**src/rtl/seven_seg_scan.sv**
```systemverilog
// Time-multiplexed hex display driver: scans DIGITS nibbles onto one 7-segment bus, frame-synchronous load.
// Optional leading-zero blanking when SEVEN_SEG_LZ_BLANK_EN is defined; seg/an are registered (1-cycle latency).
module seven_seg_scan #(
  parameter int DIGITS      = 4,
  parameter int REFRESH_DIV = 50000,
  parameter bit ACTIVE_LOW  = 1'b1
) (
  input  logic                  clk,
  input  logic                  rst,
  input  logic [4*DIGITS-1:0]   value_in,
  input  logic                  load,
  output logic                  load_pending,
  output logic [6:0]            seg,
  output logic [DIGITS-1:0]     an
);

  localparam int CW = (REFRESH_DIV > 1) ? $clog2(REFRESH_DIV) : 1;
  localparam int IW = (DIGITS > 1) ? $clog2(DIGITS) : 1;
  localparam logic [CW-1:0]     CNT_MAX = CW'(REFRESH_DIV - 1);
  localparam logic [IW-1:0]     IDX_MAX = IW'(DIGITS - 1);
  localparam logic [6:0]        SEG_OFF = ACTIVE_LOW ? 7'h7F : 7'h00;
  localparam logic [DIGITS-1:0] AN_OFF  = {DIGITS{ACTIVE_LOW}};

  logic [CW-1:0]         count_q, count_d;
  logic [IW-1:0]         idx_q, idx_d;
  logic [4*DIGITS-1:0]   shadow_q, shadow_d;
  logic [4*DIGITS-1:0]   disp_q, disp_d;
  logic                  pend_q, pend_d;
  logic [6:0]            seg_q, seg_d;
  logic [DIGITS-1:0]     an_q, an_d;
  logic                  tick, frame_end, blank;
  logic [3:0]            nib;
  logic [DIGITS-1:0]     an_hi;

  function automatic logic [6:0] hex7(input logic [3:0] n);
    case (n)
      4'h0: hex7 = 7'h3F;  4'h1: hex7 = 7'h06;  4'h2: hex7 = 7'h5B;  4'h3: hex7 = 7'h4F;
      4'h4: hex7 = 7'h66;  4'h5: hex7 = 7'h6D;  4'h6: hex7 = 7'h7D;  4'h7: hex7 = 7'h07;
      4'h8: hex7 = 7'h7F;  4'h9: hex7 = 7'h6F;  4'hA: hex7 = 7'h77;  4'hB: hex7 = 7'h7C;
      4'hC: hex7 = 7'h39;  4'hD: hex7 = 7'h5E;  4'hE: hex7 = 7'h79;  default: hex7 = 7'h71;
    endcase
  endfunction

  assign tick      = (count_q == CNT_MAX);
  assign frame_end = tick && (idx_q == IDX_MAX);

  always_comb begin
    count_d = tick ? '0 : count_q + 1'b1;
    idx_d   = idx_q;
    if (tick) idx_d = (idx_q == IDX_MAX) ? '0 : idx_q + 1'b1;
  end

  // A load on the frame boundary bypasses the shadow so it is never left pending.
  always_comb begin
    shadow_d = shadow_q;
    disp_d   = disp_q;
    pend_d   = pend_q;
    if (load && frame_end) begin
      shadow_d = value_in;
      disp_d   = value_in;
      pend_d   = 1'b0;
    end else if (load) begin
      shadow_d = value_in;
      pend_d   = 1'b1;
    end else if (frame_end && pend_q) begin
      disp_d   = shadow_q;
      pend_d   = 1'b0;
    end
  end

`ifdef SEVEN_SEG_LZ_BLANK_EN
  logic [IW-1:0] msd;
  // Highest nonzero nibble; stays 0 for an all-zero value so digit 0 never blanks.
  always_comb begin
    msd = '0;
    for (int k = 0; k < DIGITS; k++) begin
      if (disp_q[4*k +: 4] != 4'h0) msd = IW'(k);
    end
  end
  assign blank = (idx_q > msd);
`else
  assign blank = 1'b0;
`endif

  always_comb begin
    nib   = disp_q[{idx_q, 2'b00} +: 4];
    an_hi = {{(DIGITS-1){1'b0}}, 1'b1} << idx_q;
    seg_d = SEG_OFF;
    an_d  = AN_OFF;
    if (!blank) begin
      seg_d = ACTIVE_LOW ? ~hex7(nib) : hex7(nib);
      an_d  = ACTIVE_LOW ? ~an_hi : an_hi;
    end
  end

  always_ff @(posedge clk) begin
    if (rst) begin
      count_q  <= '0;
      idx_q    <= '0;
      shadow_q <= '0;
      disp_q   <= '0;
      pend_q   <= 1'b0;
      seg_q    <= SEG_OFF;
      an_q     <= AN_OFF;
    end else begin
      count_q  <= count_d;
      idx_q    <= idx_d;
      shadow_q <= shadow_d;
      disp_q   <= disp_d;
      pend_q   <= pend_d;
      seg_q    <= seg_d;
      an_q     <= an_d;
    end
  end

  assign load_pending = pend_q;
  assign seg          = seg_q;
  assign an           = an_q;

endmodule

```
**config.mk**
```make
export PLATFORM = sky130hd
export DESIGN_NAME = seven_seg_scan
export DESIGN_NICKNAME = d
export VERILOG_FILES = /design/src/rtl/seven_seg_scan.sv
export SDC_FILE = /design/constraint.sdc
export NUM_CORES = 1
export LEC_CHECK = 0
export ABC_AREA = 1
export CAP_MARGIN = 25
export CORE_ASPECT_RATIO = 0.6
export CORE_MARGIN = 2
export CORE_UTILIZATION = 55
export DETAILED_ROUTE_END_ITERATION = 8
export PLACE_DENSITY_LB_ADDON = 0.2
export SLEW_MARGIN = 20
export SYNTH_ARGS = -nofsm -noshare
export SYNTH_HDL_FRONTEND = slang
export SYNTH_SLANG_ARGS = --single-unit
```
**constraint.sdc**
```tcl
create_clock -name clk -period 3.6 [get_ports clk]
set_input_delay 0.72 -clock clk [delete_from_list [all_inputs] [get_ports clk]]
set_output_delay 0.72 -clock clk [all_outputs]
set_load 0.02 [all_outputs]
```
## Word-level counts from Yosys, hierarchy flattened

Memory sizes are Yosys's and may differ from the RTL's.
Index checks and enable logic that the tools add are counted.

| word-level totals | value |
|---|---|
| bits of input ports | 19 |
| memories kept | 1 |
| bits in registers | 62 |
| logic and storage cells | 34 |
| output and inout port bits | 12 |
| bits in read-only memories | 112 |

| operators by class | value |
|---|---|
| bitwise gates (word level) | 2 |
| shifts and indexed selects | 2 |
| multiplexer cells | 8 |
| equality and inequality tests | 3 |
| reduce and logical (&&, ||, !) cells | 9 |
| add/subtract/negate cells | 2 |

Memories:

| memory | words | bits a word | rd ports | clocked after memory_dff | write ports | line | RTL |
|---|---|---|---|---|---|---|---|
| (name not given) | 16 | 7 | 1 | 0 | 0 | 36 | `case (n)` |

Operator list:

| operator | count |
|---|---|
| $mux 16 | 5 |
| $add 16x1->16 const B | 1 |
| $eq 16x16->1 const B | 1 |
| $shiftx 16x5->4 | 1 |
| $not 7->7 | 1 |
| $reduce_bool 2->1 | 3 |
| $not 4->4 | 1 |
| $reduce_or 2->1 | 2 |
| $shl 1x2->4 const A | 1 |
| $logic_and 1x1->1 | 3 |
| $add 2x1->2 const B | 1 |
| $eq 2x2->1 const B | 1 |
| $mux 1 | 2 |
| $mux 2 | 1 |
| $ne 2x1->1 const B | 1 |
| $reduce_and 2->1 | 1 |

## Depth between registers and ports, before layout

| logic depth | value |
|---|---|
| depth in word-level cells | 6 |
| depth in mapped cells | 11 |
| depth with buffers taken out | 11 |

## Worst setup path after synthesis

No wires, ideal clock.

| timing path | value |
|---|---|
| path kind | register to register |
| from | register idx_q[0] |
| to | register seg_q[3] (netlist: seg[3]) |
| arrival time | 1.428 ns |
| setup slack | 2.042 ns |
| cell stages (with the launch flop) | 11 |
| cells stage by stage | dfxtp_1 > buf_4 > a21oi_1 > o21ai_0 > nand2_1 > inv_1 > ha_1 > nand2_1 > o21ai_0 > nand2_1 > nand3_1 |

| on the way | value |
|---|---|
| word-level cells in the longest chain between the ends | 3 |

RTL lines:

| element | line | RTL |
|---|---|---|
| start, declared | 25 | `logic [IW-1:0] idx_q, idx_d;` |
| start signal, assigned | 107 | `idx_q <= idx_d;` |
| $shiftx 16x5->4 | 86 | `nib = disp_q[{idx_q, 2'b00} +: 4];` |
| $mem_v2 16x7 | n/a |  |
| $not 7->7 | 91 | `seg_d = ACTIVE_LOW ? ~hex7(nib) : hex7(nib);` |
| end signal, assigned | 111 | `seg_q <= seg_d;` |
| end, declared | 29 | `logic [6:0] seg_q, seg_d;` |

Every way passes these cells.
A chain may end at the register's enable or synchronous reset.

## Worst setup path after layout

| timing path | value |
|---|---|
| from | input port load |
| to | register disp_q[10] |

| on the way | value |
|---|---|
| word-level cells in the longest chain between the ends | 3 |
| elaborated cells between the ends (all ways) | 5 |
| classes of those cells | eq/ne: 1; mux: 1; reduce/logical: 3 |

RTL lines:

| element | line | RTL |
|---|---|---|
| start, declared | 11 | `input logic load,` |
| $logic_and 1x1->1 | 58 | `if (load && frame_end) begin` |
| $ne 2x1->1 (no source line) or $reduce_bool 2->1 (tied branches) | n/a |  |
| $reduce_and 2->1 (no source line) | n/a |  |
| end signal, assigned | 109 | `disp_q <= disp_d;` |
| end, declared | 27 | `logic [4*DIGITS-1:0] disp_q, disp_d;` |

Parallel ways exist; a longest one is shown, timed or not.

==> metrics.yaml <==
peakVddDrop_mv: 0.265
row_count: 20
remaining_drc_errors: 0
wl_per_cell_microns: 11.6
grt_max_degree: 35
yosysTopAreaCellShare_pct: 44.0
ys_seq_area_share_pct: 44.0
p_leak_uw: 0.00147
drt_pre_antenna_iters: 5
cts_tree: "yes"
num_vias: 2478
final_nets: 450
core_sq_um: 5000
placedCellCount: 475
via_per_inst: 5.05
path_clk_slew_ns: 0.06
cts_buffer_depth: 2
cts.root.buffer_cell: "clkbuf_8"
final_cell_mix: "110 x nand2_1, 62 x dfxtp_1, 44 x nor2_1"
worst_slew_pin_slew_ns: 0.615
slew_headroom_pct: 58.6
place.detailed.hpwl_mm: 4.10
synthCells: 389
post_cts_buffers: 0
hold_buffers: 0
gp_congestion: 0.853
ys_types: 32
final_cells: 491
status: "finished, final reports clean"
synth_compound_area_share_pct: 10.8
grt_pass1_wl_mm: 9.41
critPathMaxFanout: 18
cap_viol_max_count: 0
die_area_sq_um: 5730
endpoint_kind: "register"
synth_area_leader_cell: "dfxtp_1"
die_w_microns: 96.4
tns_ns: 0
die_h_microns: 59.4
grt-ovfl-total: 0
antenna_left: 0
cts_made_buffers: 9
startpoint_type: "input port"
drv_slew: 0
grt_pass1_vias: 2072
htreeDepth: 3
worstSkewPairLatency_ns: 0.35
initial_utilization_pct: 56.3
final_common_cell: "nand2_1"
antenna_found_initial: 0
skew_ns: 0.00513
cp.arrival_ns: 2.57
synth_simple_gate_area_share_pct: 29.8
period_share_pct: 64.7
powerDensity_nw_per_um2: 415
timing_hold_violations_final: 0
hold_class: "register to register"
clock_sinks: 62
synth-xor-area-share_pct: 1.55
synth_seq_cells: 62
cp.required_ns: 3.84
setup_viol: 0
n_antenna_cell: 0
synth_fa_ha_area_share_pct: 4.88
areaGrowthSynthToFinish_pct: 18.0
port_buffers: 30
syn-num-nets: 419
drt-initial-drc-count: 157
ys_top_cells_by_area: "dfxtp_1 44%, nand2_1 15%, a21oi_1 6.0%"
grt_use_total_pct: 22.2
synth_area_per_cell_sq_um: 7.24
rsz0062_at_grt: "no"
cts_resized: 0
ios: 31
wirelength_mm: 5.68
synth_top_family_by_area: "simple AND/OR/NAND/NOR gates"
fmax_mhz: 429
fillers: 458
drive_gt1_share_pct: 7.53
crit_type: "input port to register"
synth.cell_area_sq_um: 2820
layout_min_cycle_time_ns: 2.33
synth-warning-count: 0
synth.area.mux_share_pct: 0.710
[layer usage]
| metal | global-route usage (%) | vias up | wire, microns |
|---|---|---|---|
| li1 | - | 1301 | - |
| met1 | 30.9 | 1093 | 2860 |
| met2 | 31.2 | 75 | 2240 |
| met3 | 9.67 | 9 | 509 |
| met4 | 6.64 | 0 | 62 |
| met5 | 0 | - | 0 |
[flip-flops by register name (all words and copies together), names as in the netlist]
signal,count
an,4
disp_q,16
seg,7
shadow_q,16
count_q,16
idx_q,2
load_pending,1
[through the flow]
| step | setup slack, ns | area (sq um) | power [uW] | hold slack [ns] | utilization, % |
|---|---|---|---|---|---|
| 2_1_floorplan | 2.04 | 2820 | 780 | 0.418 | - |
| 3_3_place_gp | 0.918 | 3140 | 819 | 0.430 | 62.8 |
| 3_5_place_dp | 0.926 | 3140 | 822 | 0.438 | 62.8 |
| 4_1_cts | 1.31 | 3330 | 1400 | 0.455 | 66.5 |
| 5_1_grt | 1.15 | 3330 | 1440 | 0.487 | 66.5 |
| 6_report | 1.27 | 3330 | 1380 | 0.450 | 66.5 |
[worst max-delay path, cell delays in order]
cell,delay [ns]
clkdlybuf4s50_1,0.87
inv_1,0.43
or2_2,0.40
nand2_1,0.09
a21oi_1,0.06
[layout make-up]
class                      count  area (sq um)  share of cell area [%]
tap                           66          82.6                    2.48
timing repair buffer          31           308                    9.26
inverter                      44           166                    5.00
clock inverter                 5          50.0                    1.50
clock buffer                  11           131                    3.95
multi-input combinational    272          1350                    40.5
sequential                    62          1240                    37.3
[cells in the mapped netlist]
| library cell | n |
|---|---|
| or2_2 | 6 |
| buf_2 | 3 |
| nand4_4 | 1 |
| nand3_1 | 16 |
| a21oi_1 | 34 |
| clkbuf_1 | 5 |
| inv_2 | 2 |
| inv_1 | 40 |
| buf_6 | 2 |
| clkinv_2 | 1 |
| nand4_1 | 5 |
| nor2_1 | 44 |
| o21ai_1 | 6 |
| nand2_2 | 2 |
| clkinv_1 | 1 |
| nor3_2 | 1 |
| mux2i_1 | 2 |
| nor2_2 | 2 |
| nand3_2 | 1 |
| xor2_1 | 3 |
| o211ai_1 | 3 |
| buf_4 | 1 |
| a31oi_1 | 1 |
| ha_1 | 11 |
| nand2_1 | 110 |
| nor3_1 | 3 |
| xnor2_1 | 2 |
| nand3b_1 | 2 |
| o21ai_0 | 15 |
| nor2_4 | 1 |
| nor4_1 | 1 |
| dfxtp_1 | 62 |
[final timing paths]
| check | startpoint | end | slack (ns) | depth (start not counted) |
|---|---|---|---|---|
| max | load | disp_q[10] | 1.27 | 5 |
| min reg2reg | shadow_q[14] | shadow_q[14] | 0.45 | 2 |
| max reg2reg | idx_q[0] | seg[3] | 1.56 | 10 |
| min | shadow_q[14] | shadow_q[14] | 0.45 | 2 |
[power breakdown]
group | internal, uW | switching [uW] | leakage, uW | total [uW]
Combinational | 44.6 | 50.8 | 0.000866 | 95.4
Clock | 315 | 260 | 0.0000968 | 575
Sequential | 705 | 6.09 | 0.000507 | 711
Total | 1060 | 317 | 0.00147 | 1380
[logic make-up after synthesis]
group,count (synthesis)
adder cells (fa/ha/maj),11
buffers and inverters,55
multiplexers,2
AND/OR/NAND/NOR,195
AO/OA/AOI/OAI,59
XOR/XNOR,5
flip-flops,62
Power figures use the tool's default switching activity.
